`config.mk`:
```
export PLATFORM = sky130hd
export DESIGN_NAME = fc_ifm_handoff
export DESIGN_NICKNAME = d
export VERILOG_FILES = /design/src/rtl/fc_pkg.sv /design/src/rtl/fc_ifm_bank.sv /design/src/rtl/fc_ifm_handoff.sv
export SDC_FILE = /design/constraint.sdc
export NUM_CORES = 2
export LEC_CHECK = 0
export CAP_MARGIN = 10
export CORE_UTILIZATION = 57
export DETAILED_ROUTE_END_ITERATION = 10
export PLACE_DENSITY = 0.78
export SLEW_MARGIN = 20
export SYNTH_ARGS = -nofsm -noshare
export SYNTH_HDL_FRONTEND = slang
export SYNTH_SLANG_ARGS = --single-unit
```
`constraint.sdc`:
```
create_clock -name clk -period 3.6 [get_ports clk]
set_clock_uncertainty 0.2 [all_clocks]
set_input_delay 0.72 -clock clk [delete_from_list [all_inputs] [get_ports clk]]
set_output_delay 0.72 -clock clk [all_outputs]
set_load 0.01 [all_outputs]
```
`src/rtl/fc_pkg.sv`:
```
// Shared FC-layer types and default sizes.
// Holds the handoff state encoding used by the layer handshake logic.
// No logic; imported by the handoff block and its bank.
package fc_pkg;

    localparam int FC_DATA_WIDTH = 32;
    localparam int FC_IFM_DEPTH  = 84;

    typedef enum logic [1:0] {
        ST_FILL  = 2'd0,
        ST_ARM   = 2'd1,
        ST_SERVE = 2'd2
    } handoff_state_t;

endpackage

```
`src/rtl/fc_ifm_bank.sv`:
```
// IFM_DEPTH x DATA_WIDTH register file holding one input feature-map frame.
// Latency: write lands on the clock edge; read is combinational from raddr.
// Backpressure: none; the caller gates we. Out-of-range reads return 0.
module fc_ifm_bank
    import fc_pkg::*;
#(
    parameter int DATA_WIDTH = FC_DATA_WIDTH,
    parameter int IFM_DEPTH  = FC_IFM_DEPTH,
    parameter int ADDR_W     = $clog2(IFM_DEPTH)
) (
    input  logic                  clk,
    input  logic                  reset,
    input  logic                  we,
    input  logic [ADDR_W-1:0]     waddr,
    input  logic [DATA_WIDTH-1:0] wdata,
    input  logic [ADDR_W-1:0]     raddr,
    output logic [DATA_WIDTH-1:0] rdata
);

    logic [DATA_WIDTH-1:0] mem [IFM_DEPTH];

    // Storage: cleared on reset, one word written per accepted beat.
    always_ff @(posedge clk or negedge reset) begin
        if (!reset) begin
            for (int i = 0; i < IFM_DEPTH; i++) begin
                mem[i] <= '0;
            end
        end else if (we && (int'(waddr) < IFM_DEPTH)) begin
            mem[waddr] <= wdata;
        end
    end

    assign rdata = (int'(raddr) < IFM_DEPTH) ? mem[raddr] : '0;

endmodule

```
`src/rtl/fc_ifm_handoff.sv`:
```
// Collects one IFM frame from the upstream layer and hands it to the downstream FC controller.
// Latency: start_to_next can fire the cycle after the last word; ifm_data is combinational.
// Backpressure: wr_ready low while no bank is free (FC_HANDOFF_PINGPONG_EN selects two banks).
module fc_ifm_handoff
    import fc_pkg::*;
#(
    parameter int DATA_WIDTH = FC_DATA_WIDTH,
    parameter int IFM_DEPTH  = FC_IFM_DEPTH,
    parameter int ADDR_W     = $clog2(IFM_DEPTH)
) (
    input  logic                  clk,
    input  logic                  reset,
    input  logic                  wr_valid,
    input  logic [DATA_WIDTH-1:0] wr_data,
    output logic                  wr_ready,
    input  logic                  end_to_previous,
    output logic                  start_to_next,
    input  logic [ADDR_W-1:0]     sel_ifm,
    output logic [DATA_WIDTH-1:0] ifm_data,
    output logic                  frame_done,
    output logic                  busy
);

    localparam logic [ADDR_W-1:0] LAST_IDX = ADDR_W'(IFM_DEPTH - 1);

    handoff_state_t    state_q, state_d;
    logic [ADDR_W-1:0] wr_idx_q;
    logic              seen_busy_q, seen_busy_d;
    logic              wr_accept;
    logic              last_word;
    logic              other_armed;   // another full frame is ready when the current one is released

    assign wr_accept = wr_valid & wr_ready;
    assign last_word = wr_accept & (wr_idx_q == LAST_IDX);
    assign busy      = (state_q != ST_FILL);

`ifdef FC_HANDOFF_PINGPONG_EN
    logic                  fill_sel_q;
    logic                  serve_sel_q;
    logic [1:0]            bank_full_q;
    logic [DATA_WIDTH-1:0] rdata0, rdata1;

    // Upstream only stalls when the bank it points at is still armed or being served.
    assign wr_ready    = ~bank_full_q[fill_sel_q];
    // During SERVE the fill side can only be on the other bank, so last_word means it just filled.
    assign other_armed = bank_full_q[~serve_sel_q] | last_word;
    assign ifm_data    = serve_sel_q ? rdata1 : rdata0;

    // Bank ownership: a bank becomes full on its last word and is freed by frame_done.
    always_ff @(posedge clk or negedge reset) begin
        if (!reset) begin
            fill_sel_q  <= 1'b0;
            serve_sel_q <= 1'b0;
            bank_full_q <= 2'b00;
        end else begin
            if (last_word) begin
                bank_full_q[fill_sel_q] <= 1'b1;
                fill_sel_q              <= ~fill_sel_q;
            end
            if (frame_done) begin
                bank_full_q[serve_sel_q] <= 1'b0;
                serve_sel_q              <= ~serve_sel_q;
            end
        end
    end

    fc_ifm_bank #(.DATA_WIDTH(DATA_WIDTH), .IFM_DEPTH(IFM_DEPTH), .ADDR_W(ADDR_W)) u_bank0 (
        .clk   (clk),
        .reset (reset),
        .we    (wr_accept & ~fill_sel_q),
        .waddr (wr_idx_q),
        .wdata (wr_data),
        .raddr (sel_ifm),
        .rdata (rdata0)
    );

    fc_ifm_bank #(.DATA_WIDTH(DATA_WIDTH), .IFM_DEPTH(IFM_DEPTH), .ADDR_W(ADDR_W)) u_bank1 (
        .clk   (clk),
        .reset (reset),
        .we    (wr_accept & fill_sel_q),
        .waddr (wr_idx_q),
        .wdata (wr_data),
        .raddr (sel_ifm),
        .rdata (rdata1)
    );
`else
    // Single bank: the frame being served must not be overwritten, so upstream waits.
    assign wr_ready    = (state_q == ST_FILL);
    assign other_armed = 1'b0;

    fc_ifm_bank #(.DATA_WIDTH(DATA_WIDTH), .IFM_DEPTH(IFM_DEPTH), .ADDR_W(ADDR_W)) u_bank0 (
        .clk   (clk),
        .reset (reset),
        .we    (wr_accept),
        .waddr (wr_idx_q),
        .wdata (wr_data),
        .raddr (sel_ifm),
        .rdata (ifm_data)
    );
`endif

    // Write index: advances per accepted word, wraps after the last word of a frame.
    always_ff @(posedge clk or negedge reset) begin
        if (!reset) begin
            wr_idx_q <= '0;
        end else if (wr_accept) begin
            wr_idx_q <= last_word ? '0 : wr_idx_q + 1'b1;
        end
    end

    // State and sticky downstream-busy flag.
    always_ff @(posedge clk or negedge reset) begin
        if (!reset) begin
            state_q     <= ST_FILL;
            seen_busy_q <= 1'b0;
        end else begin
            state_q     <= state_d;
            seen_busy_q <= seen_busy_d;
        end
    end

    // Next state plus start/release pulses; downstream must go busy before a release counts.
    always_comb begin
        state_d       = state_q;
        seen_busy_d   = seen_busy_q;
        start_to_next = 1'b0;
        frame_done    = 1'b0;
        case (state_q)
            ST_FILL: begin
                if (last_word) begin
                    state_d = ST_ARM;
                end
            end
            ST_ARM: begin
                if (end_to_previous) begin
                    start_to_next = 1'b1;
                    state_d       = ST_SERVE;
                end
            end
            ST_SERVE: begin
                if (seen_busy_q && end_to_previous) begin
                    frame_done  = 1'b1;
                    seen_busy_d = 1'b0;
                    state_d     = other_armed ? ST_ARM : ST_FILL;
                end else if (!end_to_previous) begin
                    seen_busy_d = 1'b1;
                end
            end
            default: begin
                state_d     = ST_FILL;
                seen_busy_d = 1'b0;
            end
        endcase
    end

endmodule
```
==> metrics.md <==
| Metric | Value |
|---|---|
| Most numerous cell in the Yosys netlist | `dfrtp_1` |
| Ys flop type | `dfrtp_1` |
| DIE HEIGHT | `466 um` |
| Distinct cell type count after synthesis | `62` |
| IO Pins | `79` |
| DRT iter0 DRCs | `7749` |
| Post-Syn Area | `123000 um2` |
| Avg Vias per Cell | `6.68` |
| First-pass iteration count of the detailed router | `7` |
| Ranking of synthesized cells by area | `dfrtp_1 (55%), mux2_2 (24%), mux4_2 (10%), mux2i_1 (1.9%), clkbuf_1 (1.3%)` |
| Worst-path clk slew | `0.06 ns` |
| Worst Slack Setup Final | `-0.677 ns` |
| Antenna viol nets, final | `0` |
| R2r endpoint | `u_bank0.mem[1996]` |
| IO buf count | `78` |
| Critical-path top delay cell | `mux4_2` |
| Max VDD drop | `613 uV` |
| Critical Path Source Type | `flip-flop` |
| Post-Synth Simple-Gate Area | `0.0140` |
| Slew headroom | `0.211` |
| Nets | `8499` |
| Maximum clock path buffer count | `4` |
| Pleak | `0.0682 uW` |
| Max Cap Viol | `0` |
| Synth-to-layout area growth | `19.2%` |
| Hold slack final | `0.175 ns` |
| Post-synth EDFFs | `0` |
| Failing checks | `negative setup slack` |
| CTS tree | `done` |
| Largest net degree at the start of global routing | `127` |
| Placed cell count | `10800` |
| RSZ-0062 raised after global routing | `true` |
| Sequential share of the synthesized area | `0.551` |
| Clk sinks | `2698` |
| Root Buffer Master | `clkbuf_16` |
| First-pass GRT wire length | `544 mm` |
| Xor/xnor share of the synthesized area | `0.000143` |
| Initial antenna violation count | `20` |
| CTS Buf Count | `291` |
| Synth Area in Compound Gates | `0.0318` |
| Final setup viols | `32` |
| Post-DP HPWL | `224 mm` |
| Status | `finished with violations` |
| GRT Overall Usage | `0.340` |
| Post-Synth Adder-Cell Area | `0.000102` |
| Core area | `213000 um2` |
| Mapped Nets | `7973` |
| Syn Area/Cell | `15.5 um2` |
| H-tree level count | `5` |
| Fmax | `234 MHz` |
| Reg2reg path depth | `6` |
| Number of cells produced by synthesis | `7929` |
| Synth top area share | `0.551` |
| Pwr dens | `667 nW/um2` |
| CP Data Required Time | `2.68 ns` |
| Period utilisation layout | `1.19` |
| Largest area contributor in the netlist | `dfrtp_1` |
| Routed via count | `76500` |
| Mux share of post-synthesis cell area | `0.373` |
| Min-Delay Path Class | `in2reg` |
| Vias in the first global route | `81700` |
| Die W | `466 um` |
| Hold Vio Cnt, Final | `0` |
| Row count | `169` |
| Fin cells | `11500` |
| Commonest cells in the netlist | `dfrtp_1 (2698), mux2_2 (2648), mux4_2 (561), clkbuf_1 (416), mux2i_1 (234)` |
| Actual slew at the worst max-slew pin | `1.18 ns` |
| Remaining DRCs | `0` |
| Wire per inst | `32.1 um` |
| Synth async-reset ratio | `1.00` |
| Worst hold stages | `2` |
| CP cell instances | `mux4_2, a22o_4, a221oi_4, buf_4, a31oi_2, a221o_1, buf_2` |
| Tmin final | `4.28 ns` |
| Starting Density | `0.576` |
| #FFs+latches synth | `2698` |
| Largest family of logic cells by synthesized area | `multiplexers` |
| Crit Path Max Fanout | `2` |
| Die Footprint | `217000 um2` |
| Yosys warning count | `0` |
| Crit path largest cell delay | `0.49 ns` |
| Final WL | `367 mm` |
| Worst hold start | `wr_data[30]` |
| GRT overflow | `0` |
| Setup CP Type | `reg2out` |
| Max Transition Viols Final | `0` |
| Reg-to-reg slack, setup | `0.55 ns` |
| Worst Hold End | `u_bank0.mem[638]` |
| Worst Setup End Kind | `output pin` |
| Worst r2r src | `state_q[1]` |
| Share of cells above drive strength 1 | `0.580` |
| Clk Latency, worst-skew pair | `0.93 ns` |
| GPL Wtd Cong | `0.885` |
| Critical Path AT | `3.36 ns` |
[logic make-up (layout without fill, tap and decap cells)]
| kind of cell | count (synthesis) | after routing |
|---|---|---|
| flip-flops | 2698 | 2698 |
| adder cells (fa/ha/maj) | 1 | 1 |
| XOR/XNOR | 2 | 2 |
| buffers and inverters | 835 | 1542 |
| AND/OR/NAND/NOR | 335 | 335 |
| AO/OA/AOI/OAI | 536 | 536 |
| other | 0 | 7 |
| multiplexers | 3522 | 3522 |
[where the power goes]
part           internal (uW)  leakage [uW]  switching [uW]
clock network          16900       0.00441           12000
registers              40100        0.0358            5300
logic                  13700        0.0280            9510
[critical path, delay by kind of cell (launching register included)]
family,cells,cell delay [ns]
compound gates,4,1.18
buf+inv,2,0.36
flops,1,0.38
mux,1,0.49
[routing by layer]
metal,part of all wire,up-vias,routed length [um],GRT usage
met5,0.000073,-,27,0
met2,0.47,3493,173000,0.533
met3,0.079,1018,29100,0.0680
met4,0.065,4,23700,0.199
met1,0.38,41400,141000,0.445
li1,-,30600,-,-
[how the worst max path moves through the flow]
stage	start	endpoint	slack [ns]	cells past startpoint
after floorplan	sel_ifm[0]	ifm_data[20]	-0.0006	9
after global placement	sel_ifm[0]	ifm_data[6]	-2.04	12
after detailed placement	sel_ifm[0]	ifm_data[28]	-1.88	12
after CTS	u_bank0.mem[2575]	ifm_data[15]	-0.69	7
after global routing	u_bank0.mem[2575]	ifm_data[15]	-0.70	7
final	u_bank0.mem[666]	ifm_data[26]	-0.68	7
[layout by cell type, fill, tap and decap left out, drive strengths merged, types with 10 or more instances in the layout]
master / Yosys / routed
a22oi: 97 / 97
a221o: 31 / 31
mux4: 561 / 561
o22ai: 42 / 42
o2111ai: 10 / 10
a221oi: 72 / 72
a31oi: 16 / 16
nand3: 15 / 15
buf: 396 / 1021
clkbuf: 416 / 429
nor2: 71 / 71
a21oi: 57 / 57
nor3: 19 / 19
nor2b: 29 / 29
a211oi: 17 / 17
a22o: 47 / 47
inv: 21 / 25
mux2i: 234 / 234
nand2: 133 / 133
nand2b: 10 / 10
dfrtp: 2698 / 2698
bufinv: 0 / 12
nor4: 12 / 12
o21ai: 89 / 89
mux2: 2727 / 2727
clkinv: 2 / 37
[repair_timing]
item	in CTS	in global routing
endpoints found under the hold margin	50	0
setup buffers	79	74
endpoints found under the setup margin	32	32
pin swaps	92	99
cloned	15	10
hold buffers	1	0
gates resized for setup	538	177
[stage by stage]
| step | worst slack (ns) | utilization | total power [uW] | TNS (ns) | cell area (um2) |
|---|---|---|---|---|---|
| detailed placement | -1.88 | 0.622 | 66700 | -62.95 | 132000 |
| global placement | -2.04 | 0.622 | 64900 | -68.43 | 132000 |
| CTS | -0.695 | 0.679 | 96600 | -14.54 | 145000 |
| finish | -0.677 | 0.686 | 97400 | -16.27 | 146000 |
| floorplan | -0.000575 | - | 58900 | -0.000575 | 123000 |
| global route | -0.696 | 0.686 | 101000 | -16.60 | 146000 |
[layout make-up]
class	count	area [um2]
Inverter	23	95.1
Tap cell	2821	3530
Antenna cell	7	17.5
Fill cell	13400	66900
Multi-Input combinational cell	4396	53900
Timing Repair Buffer	1045	12100
Sequential cell	2698	67500
Clock buffer	418	8340
Clock inverter	56	623
[registers in the layout, indices dropped and copies added, names as in the netlist]
| register | cells |
|---|---|
| wr_idx_q | 7 |
| seen_busy_q | 1 |
| state_q | 2 |
| u_bank0.mem | 2688 |
(Power assumes the default switching activity.)
